==> config.mk <==
export PLATFORM = sky130hd
export DESIGN_NAME = bcd_serial_addsub_flat
export DESIGN_NICKNAME = d
export VERILOG_FILES = /design/src/rtl/bcd_serial_addsub_if.sv /design/src/rtl/bcd_serial_addsub.sv /design/src/flat_wrapper.sv
export SDC_FILE = /design/constraint.sdc
export NUM_CORES = 1
export LEC_CHECK = 0
export CAP_MARGIN = 10
export CORE_MARGIN = 4
export CORE_UTILIZATION = 40
export CTS_BUF_LIST = sky130_fd_sc_hd__clkbuf_8
export DETAILED_ROUTE_END_ITERATION = 7
export HOLD_SLACK_MARGIN = 0.15
export PLACE_DENSITY = 0.65
export SLEW_MARGIN = 25
export SYNTH_ARGS = -nofsm -noshare
export SYNTH_HDL_FRONTEND = slang
export SYNTH_SLANG_ARGS = --single-unit
==> constraint.sdc <==
create_clock -name clk -period 7.8 [get_ports clk]
set_input_delay 1.17 -clock clk [delete_from_list [all_inputs] [get_ports clk]]
set_output_delay 1.17 -clock clk [all_outputs]
set_load 0.05 [all_outputs]
==> src/rtl/bcd_serial_addsub_if.sv <==
// Operand/result bundle for the digit-serial BCD adder/subtractor.
// The master side issues operations; the slave side (the datapath) returns results.
interface bcd_serial_addsub_if #(
    parameter int DIGITS = 4
);
    logic                  start;
    logic                  sub;
    logic [4*DIGITS-1:0]   a;
    logic [4*DIGITS-1:0]   b;
    logic                  carryIn;
    logic                  busy;
    logic                  done;
    logic [4*DIGITS-1:0]   sum;
    logic                  carryOut;
    logic                  invalid;

    modport master (
        output start, sub, a, b, carryIn,
        input  busy, done, sum, carryOut, invalid
    );

    modport slave (
        input  start, sub, a, b, carryIn,
        output busy, done, sum, carryOut, invalid
    );
endinterface

==> src/rtl/bcd_serial_addsub.sv <==
// Digit-serial packed-BCD adder/subtractor: one decimal digit per clock, LSD first,
// with a registered inter-digit carry and a start/busy/done handshake.
module bcd_serial_addsub #(
    parameter int DIGITS = 4
) (
    input  logic                  clk,
    input  logic                  reset,
    bcd_serial_addsub_if.slave    bus
);
    localparam int W     = 4 * DIGITS;
    localparam int IDX_W = (DIGITS > 1) ? $clog2(DIGITS) : 1;

    typedef enum logic [1:0] {
        IDLE = 2'd0,
        RUN  = 2'd1,
        DONE = 2'd2
    } state_t;

    state_t            state_q, state_d;
    logic [W-1:0]      a_q, a_d;
    logic [W-1:0]      b_q, b_d;
    logic [W-1:0]      sum_q, sum_d;
    logic              sub_q, sub_d;
    logic              carry_q, carry_d;
    logic              inv_pend_q, inv_pend_d;
    logic              cout_q, cout_d;
    logic              invalid_q, invalid_d;
    logic [IDX_W-1:0]  idx_q, idx_d;

    logic [DIGITS-1:0] digit_bad;
    logic [3:0]        ad, bd_raw, bd, rd;
    logic [4:0]        t;
    logic              carry_nxt;
    logic              last_digit;

    // Any non-decimal nibble in either incoming operand poisons the whole result.
    for (genvar gi = 0; gi < DIGITS; gi++) begin : g_chk
        assign digit_bad[gi] = (bus.a[4*gi +: 4] > 4'd9) | (bus.b[4*gi +: 4] > 4'd9);
    end

    always_comb begin
        ad     = 4'd0;
        bd_raw = 4'd0;
        for (int i = 0; i < DIGITS; i++) begin
            if (idx_q == IDX_W'(i)) begin
                ad     = a_q[4*i +: 4];
                bd_raw = b_q[4*i +: 4];
            end
        end
        // Subtraction adds the nines' complement; the carry seed supplies the +1.
        bd = sub_q ? (4'd9 - bd_raw) : bd_raw;
        t  = {1'b0, ad} + {1'b0, bd} + {4'b0, carry_q};
        if (t > 5'd9) begin
            rd        = t[3:0] + 4'd6;
            carry_nxt = 1'b1;
        end else begin
            rd        = t[3:0];
            carry_nxt = 1'b0;
        end
        last_digit = (idx_q == IDX_W'(DIGITS - 1));
    end

    always_comb begin
        state_d    = state_q;
        a_d        = a_q;
        b_d        = b_q;
        sum_d      = sum_q;
        sub_d      = sub_q;
        carry_d    = carry_q;
        inv_pend_d = inv_pend_q;
        cout_d     = cout_q;
        invalid_d  = invalid_q;
        idx_d      = idx_q;

        case (state_q)
            IDLE, DONE: begin
                state_d = IDLE;
                if (bus.start) begin
                    state_d    = RUN;
                    a_d        = bus.a;
                    b_d        = bus.b;
                    sub_d      = bus.sub;
                    idx_d      = '0;
                    carry_d    = bus.sub ? ~bus.carryIn : bus.carryIn;
                    inv_pend_d = |digit_bad;
                    sum_d      = '0;
                    cout_d     = 1'b0;
                end
            end
            RUN: begin
                for (int i = 0; i < DIGITS; i++) begin
                    if (idx_q == IDX_W'(i)) begin
                        sum_d[4*i +: 4] = rd;
                    end
                end
                carry_d = carry_nxt;
                idx_d   = idx_q + IDX_W'(1);
                if (last_digit) begin
                    state_d   = DONE;
                    idx_d     = '0;
                    cout_d    = sub_q ? ~carry_nxt : carry_nxt;
                    invalid_d = inv_pend_q;
                    if (inv_pend_q) begin
                        sum_d  = '0;
                        cout_d = 1'b0;
                    end
                end
            end
            default: state_d = IDLE;
        endcase
    end

    always_ff @(posedge clk) begin
        if (reset) begin
            state_q    <= IDLE;
            a_q        <= '0;
            b_q        <= '0;
            sum_q      <= '0;
            sub_q      <= 1'b0;
            carry_q    <= 1'b0;
            inv_pend_q <= 1'b0;
            cout_q     <= 1'b0;
            invalid_q  <= 1'b0;
            idx_q      <= '0;
        end else begin
            state_q    <= state_d;
            a_q        <= a_d;
            b_q        <= b_d;
            sum_q      <= sum_d;
            sub_q      <= sub_d;
            carry_q    <= carry_d;
            inv_pend_q <= inv_pend_d;
            cout_q     <= cout_d;
            invalid_q  <= invalid_d;
            idx_q      <= idx_d;
        end
    end

    assign bus.busy     = (state_q == RUN);
    assign bus.done     = (state_q == DONE);
    assign bus.sum      = sum_q;
    assign bus.carryOut = cout_q;
    assign bus.invalid  = invalid_q;
endmodule
==> src/flat_wrapper.sv <==
// flat-port wrapper written by rule: the top's interface ports become plain ports
module bcd_serial_addsub_flat 
#(
    parameter int DIGITS = 4
)
  (clk, reset, bus_start, bus_sub, bus_a, bus_b, bus_carryIn, bus_busy, bus_done, bus_sum, bus_carryOut, bus_invalid);
  bcd_serial_addsub_if #(.DIGITS(DIGITS)) bus_i ();
  input  logic clk;
  input  logic reset;
  input wire logic [$bits(bus_i.start)-1:0] bus_start;
  input wire logic [$bits(bus_i.sub)-1:0] bus_sub;
  input wire logic [$bits(bus_i.a)-1:0] bus_a;
  input wire logic [$bits(bus_i.b)-1:0] bus_b;
  input wire logic [$bits(bus_i.carryIn)-1:0] bus_carryIn;
  output wire logic [$bits(bus_i.busy)-1:0] bus_busy;
  output wire logic [$bits(bus_i.done)-1:0] bus_done;
  output wire logic [$bits(bus_i.sum)-1:0] bus_sum;
  output wire logic [$bits(bus_i.carryOut)-1:0] bus_carryOut;
  output wire logic [$bits(bus_i.invalid)-1:0] bus_invalid;
  assign bus_i.start = bus_start;
  assign bus_i.sub = bus_sub;
  assign bus_i.a = bus_a;
  assign bus_i.b = bus_b;
  assign bus_i.carryIn = bus_carryIn;
  assign bus_busy = bus_i.busy;
  assign bus_done = bus_i.done;
  assign bus_sum = bus_i.sum;
  assign bus_carryOut = bus_i.carryOut;
  assign bus_invalid = bus_i.invalid;
  bcd_serial_addsub #(.DIGITS(DIGITS)) u_core (.clk(clk), .reset(reset), .bus(bus_i));
endmodule
==> results.tsv <==
stage	metric	value	unit
pwr	LEAKAGE	1.36	nW
setup_path	crit-path max cell delay	630	ps
pwr	combinational share of power	21.8	%
flow_run	max_cap viols	0	
pwr	Cell Pwr Density	202	nW/um^2
routing	TritonRoute pass-1 iters	4	
status	status	finished, final reports clean	
final_layout	Nets	457	
yosys	synthesized area per cell	7.57	um^2
floorplanning	core area	6490	um^2
timing	final count of pins violating max slew	0	
pwr	NetSw	0.207	mW
final_layout	post-route cell area	3510	um^2
timing	final worst-path cycle share	54.9	%
timing	Fin. Hold Viols	0	
final_layout	antenna diode count	0	
pwr	part of the power in registers	44.6	%
yosys	Unique masters post-synth	36	
setup_path	Worst EP arrival	4540	ps
setup_path	crit-path cells	ha_1 > nand3b_1 > a21oi_1 > a21oi_1 > o21ai_0 > xnor2_1 > fa_1 > inv_1 > fa_1 > xnor2_1 > ha_1 > a22oi_2 > a31oi_4 > mux2_4 > or3_1 > a21oi_1	
clock_tree	Post-CTS Setup Bufs	0	
timing	final setup violation count	0	
timing	Min Hold Slack	448	ps
pwr	Switching Share	29.2	%
clock_tree	Root Buffer	clkbuf_8	
setup_path	Worst Path Required	8060	ps
clock_tree	cts hold-fix bufs	0	
routing	1st-iter DRT viols	99	
yosys	Post-Syn Instances	361	
routing	Avg Vias per Cell	5.22	
global_route	largest net degree at the start of global routing	53	
clock_tree	clock tree buffer depth	2	
floorplanning	row count	29	
timing	worst-margin pin slew	697	ps
clock_tree	Sink Count	57	
clock_tree	TritonCTS clock tree	built	
placement	final HPWL from detailed placement	4770	um
placement	DP Area	3330	um^2
final_layout	Post-Route Utilization	54.0	%
final_layout	Layout area overhead	28.3	%
pwr	Power Total	0.709	mW
floorplanning	Die Wd	90.7	um
clock_tree	CTS H-tree depth	3	
floorplanning	Initial Utilization	42.1	%
setup_path	CP most frequent cell	a21oi_1	
clock_tree	Clock Latency Late Sink	330	ps
placement	IO buf count	56	
clock_tree	Num CTS Buffers	9	
clock_tree	Clock transition at path regs	60	ps
setup_path	Crit Path Category	reg2reg	
pwr	Power Internal	0.502	mW
global_route	vias in the first global route	2385	
global_route	initial antenna violation count	0	
placement	gp weighted congestion	0.832	
routing	WL/cell	13.7	um
floorplanning	area of the die	8220	um^2
timing	FMAX	0.234	GHz
timing	Period minus WS final	4280	ps
floorplanning	IO Pins	57	
worst_hold_path	type of the tightest min-delay check	reg2reg	
pwr	clock power share	33.7	%
floorplanning	Die Height	90.7	um
routing	Residual DRC	0	
routing	total wire length	6740	um
pwr	Worst IR Drop VDD	0.103	mV
timing	worst rel slew slack	53.6	%
setup_path	CP Max Fanout	21	
clock_tree	post-cts gate resize count	0	
timing	clock skew	4.65	ps
setup_path	CP max stage cell	ha_1	
global_route	GR Util All Layers	16.8	%
timing	RSZ-0062 raised after global routing	no	
yosys	Ys Warns	0	
final_layout	share of cells above drive strength 1	5.80	%
global_route	grt total ovfl	0	
setup_path	WP buf/inv	1	
setup_path	Crit. End Element	flop	
yosys	Mapped Area	2730	um^2
routing	post-route ant nets	0	
yosys	Syn Nets	409	
global_route	first-pass GRT wire length	11300	um
routing	via count	2563	
setup_path	CP top delay family	adder cells	
yosys	Seq/Total Area, Yosys	41.8	%
timing	Setup TNS	0	ps
setup_path	startpoint class of the critical path	flop	
yosys	FF+latch count, synth	57	
## layout make-up
type	instances	area, um^2
Clock buffer	11	151
Clock inverter	5	22.5
Fill cell	646	2990
Inverter	9	33.8
Multi-Input combinational cell	273	1480
Sequential cell	57	1140
Tap cell	77	96.3
Timing Repair Buffer	59	583
## power groups by stage
| stage | Sequential, mW | Combinational [mW] | Clock [mW] |
|---|---|---|---|
| floorplan | 0.325 | 0.101 | 0 |
| CTS | 0.316 | 0.155 | 0.245 |
| finish | 0.316 | 0.154 | 0.239 |
| detailed placement | 0.322 | 0.155 | 0 |
| global route | 0.317 | 0.173 | 0.260 |
| global placement | 0.322 | 0.152 | 0 |
## through the flow
step / cells / setup slack, ps
floorplan: 361 / 3990
global placement: 475 / 3690
detailed placement: 475 / 3480
CTS: 491 / 3480
global route: 491 / 3140
finish: 491 / 3520
## cells in the mapped netlist
| cell | instances | area share, % |
|---|---|---|
| a21o_2 | 2 | 0.64 |
| a31oi_4 | 1 | 0.78 |
| nor2b_1 | 2 | 0.46 |
| mux2i_1 | 3 | 1.1 |
| or3_1 | 1 | 0.23 |
| a22oi_1 | 6 | 1.6 |
| a32o_1 | 2 | 0.73 |
| nor3_1 | 1 | 0.18 |
| xnor2_1 | 5 | 1.6 |
| inv_1 | 9 | 1.2 |
| nand2_1 | 95 | 13 |
| ha_1 | 9 | 4.1 |
| o21bai_1 | 1 | 0.27 |
| a22oi_2 | 1 | 0.46 |
| a211oi_1 | 1 | 0.27 |
| nand3_1 | 1 | 0.18 |
| nor2_1 | 31 | 4.3 |
| nand3b_1 | 4 | 1.1 |
| a21oi_1 | 57 | 10 |
| and3b_1 | 1 | 0.32 |
| a31oi_1 | 4 | 0.92 |
| nand2b_1 | 4 | 0.92 |
| dfxtp_1 | 57 | 42 |
| nand4_1 | 1 | 0.23 |
| and2_1 | 4 | 0.92 |
| xor2_1 | 1 | 0.32 |
| fa_1 | 2 | 1.5 |
| a2bb2oi_1 | 3 | 0.96 |
| o21ai_0 | 24 | 4.4 |
| clkbuf_1 | 19 | 2.6 |
| buf_1 | 3 | 0.41 |
| a21o_1 | 2 | 0.55 |
| o21ai_1 | 1 | 0.18 |
| a221oi_1 | 1 | 0.32 |
| mux2_4 | 1 | 0.55 |
| or3_4 | 1 | 0.41 |
## sequential cells by signal, summed over array words and instances, names as in the netlist
signal / cells
u_core.a_q: 16
u_core.b_q: 16
u_core.bus.carryOut: 1
u_core.bus.invalid: 1
u_core.bus.sum: 16
u_core.carry_q: 1
u_core.idx_q: 2
u_core.inv_pend_q: 1
u_core.state_q: 2
u_core.sub_q: 1
## layout by cell type, fill, tap and decap left out, types with 5 or more instances in the layout
cell	Yosys	routed
nand2_1	95	95
a21oi_1	57	57
dfxtp_1	57	57
clkdlybuf4s50_1	0	56
nor2_1	31	31
o21ai_0	24	24
inv_1	9	11
clkbuf_8	0	11
ha_1	9	9
a22oi_1	6	6
xnor2_1	5	5
## layer usage
metal	track usage [%]	vias to the layer above	share of wire (%)
met5	0	-	0
met4	7.78	0	1.9
met3	3.83	12	5.1
met2	27.2	69	47
met1	21.2	1162	46
li1	-	1320	-
## worst paths after layout
check | from | end | slack [ps] | depth (start not counted)
setup / recovery | u_core.idx_q[0] | u_core.bus.sum[14] | 3520 | 16
hold / removal | u_core.bus.sum[15] | u_core.bus.sum[15] | 450 | 2
setup reg to reg | u_core.idx_q[0] | u_core.bus.sum[14] | 3520 | 16
hold reg to reg | u_core.bus.sum[15] | u_core.bus.sum[15] | 450 | 2
## worst register-to-register path: cells and delay by family (launching register included)
kind	cells	cell delay, ps
fa+ha+maj	4	1570
mux	1	340
flops	1	410
buf+inv	1	60
xor+xnor	2	560
compound gates	6	780
simple gates	2	500
## logic make-up (layout without fill, tap and decap cells)
group | after synthesis | count (layout) | share of synthesized area (%)
AND/OR/NAND/NOR | 146 | 146 | 22.3
flip-flops | 57 | 57 | 41.8
AO/OA/AOI/OAI | 106 | 106 | 22.6
buffers and inverters | 31 | 84 | 4.26
XOR/XNOR | 6 | 6 | 1.92
adder cells (fa/ha/maj) | 11 | 11 | 5.59
multiplexers | 4 | 4 | 1.65
(Power assumes the default switching activity.)
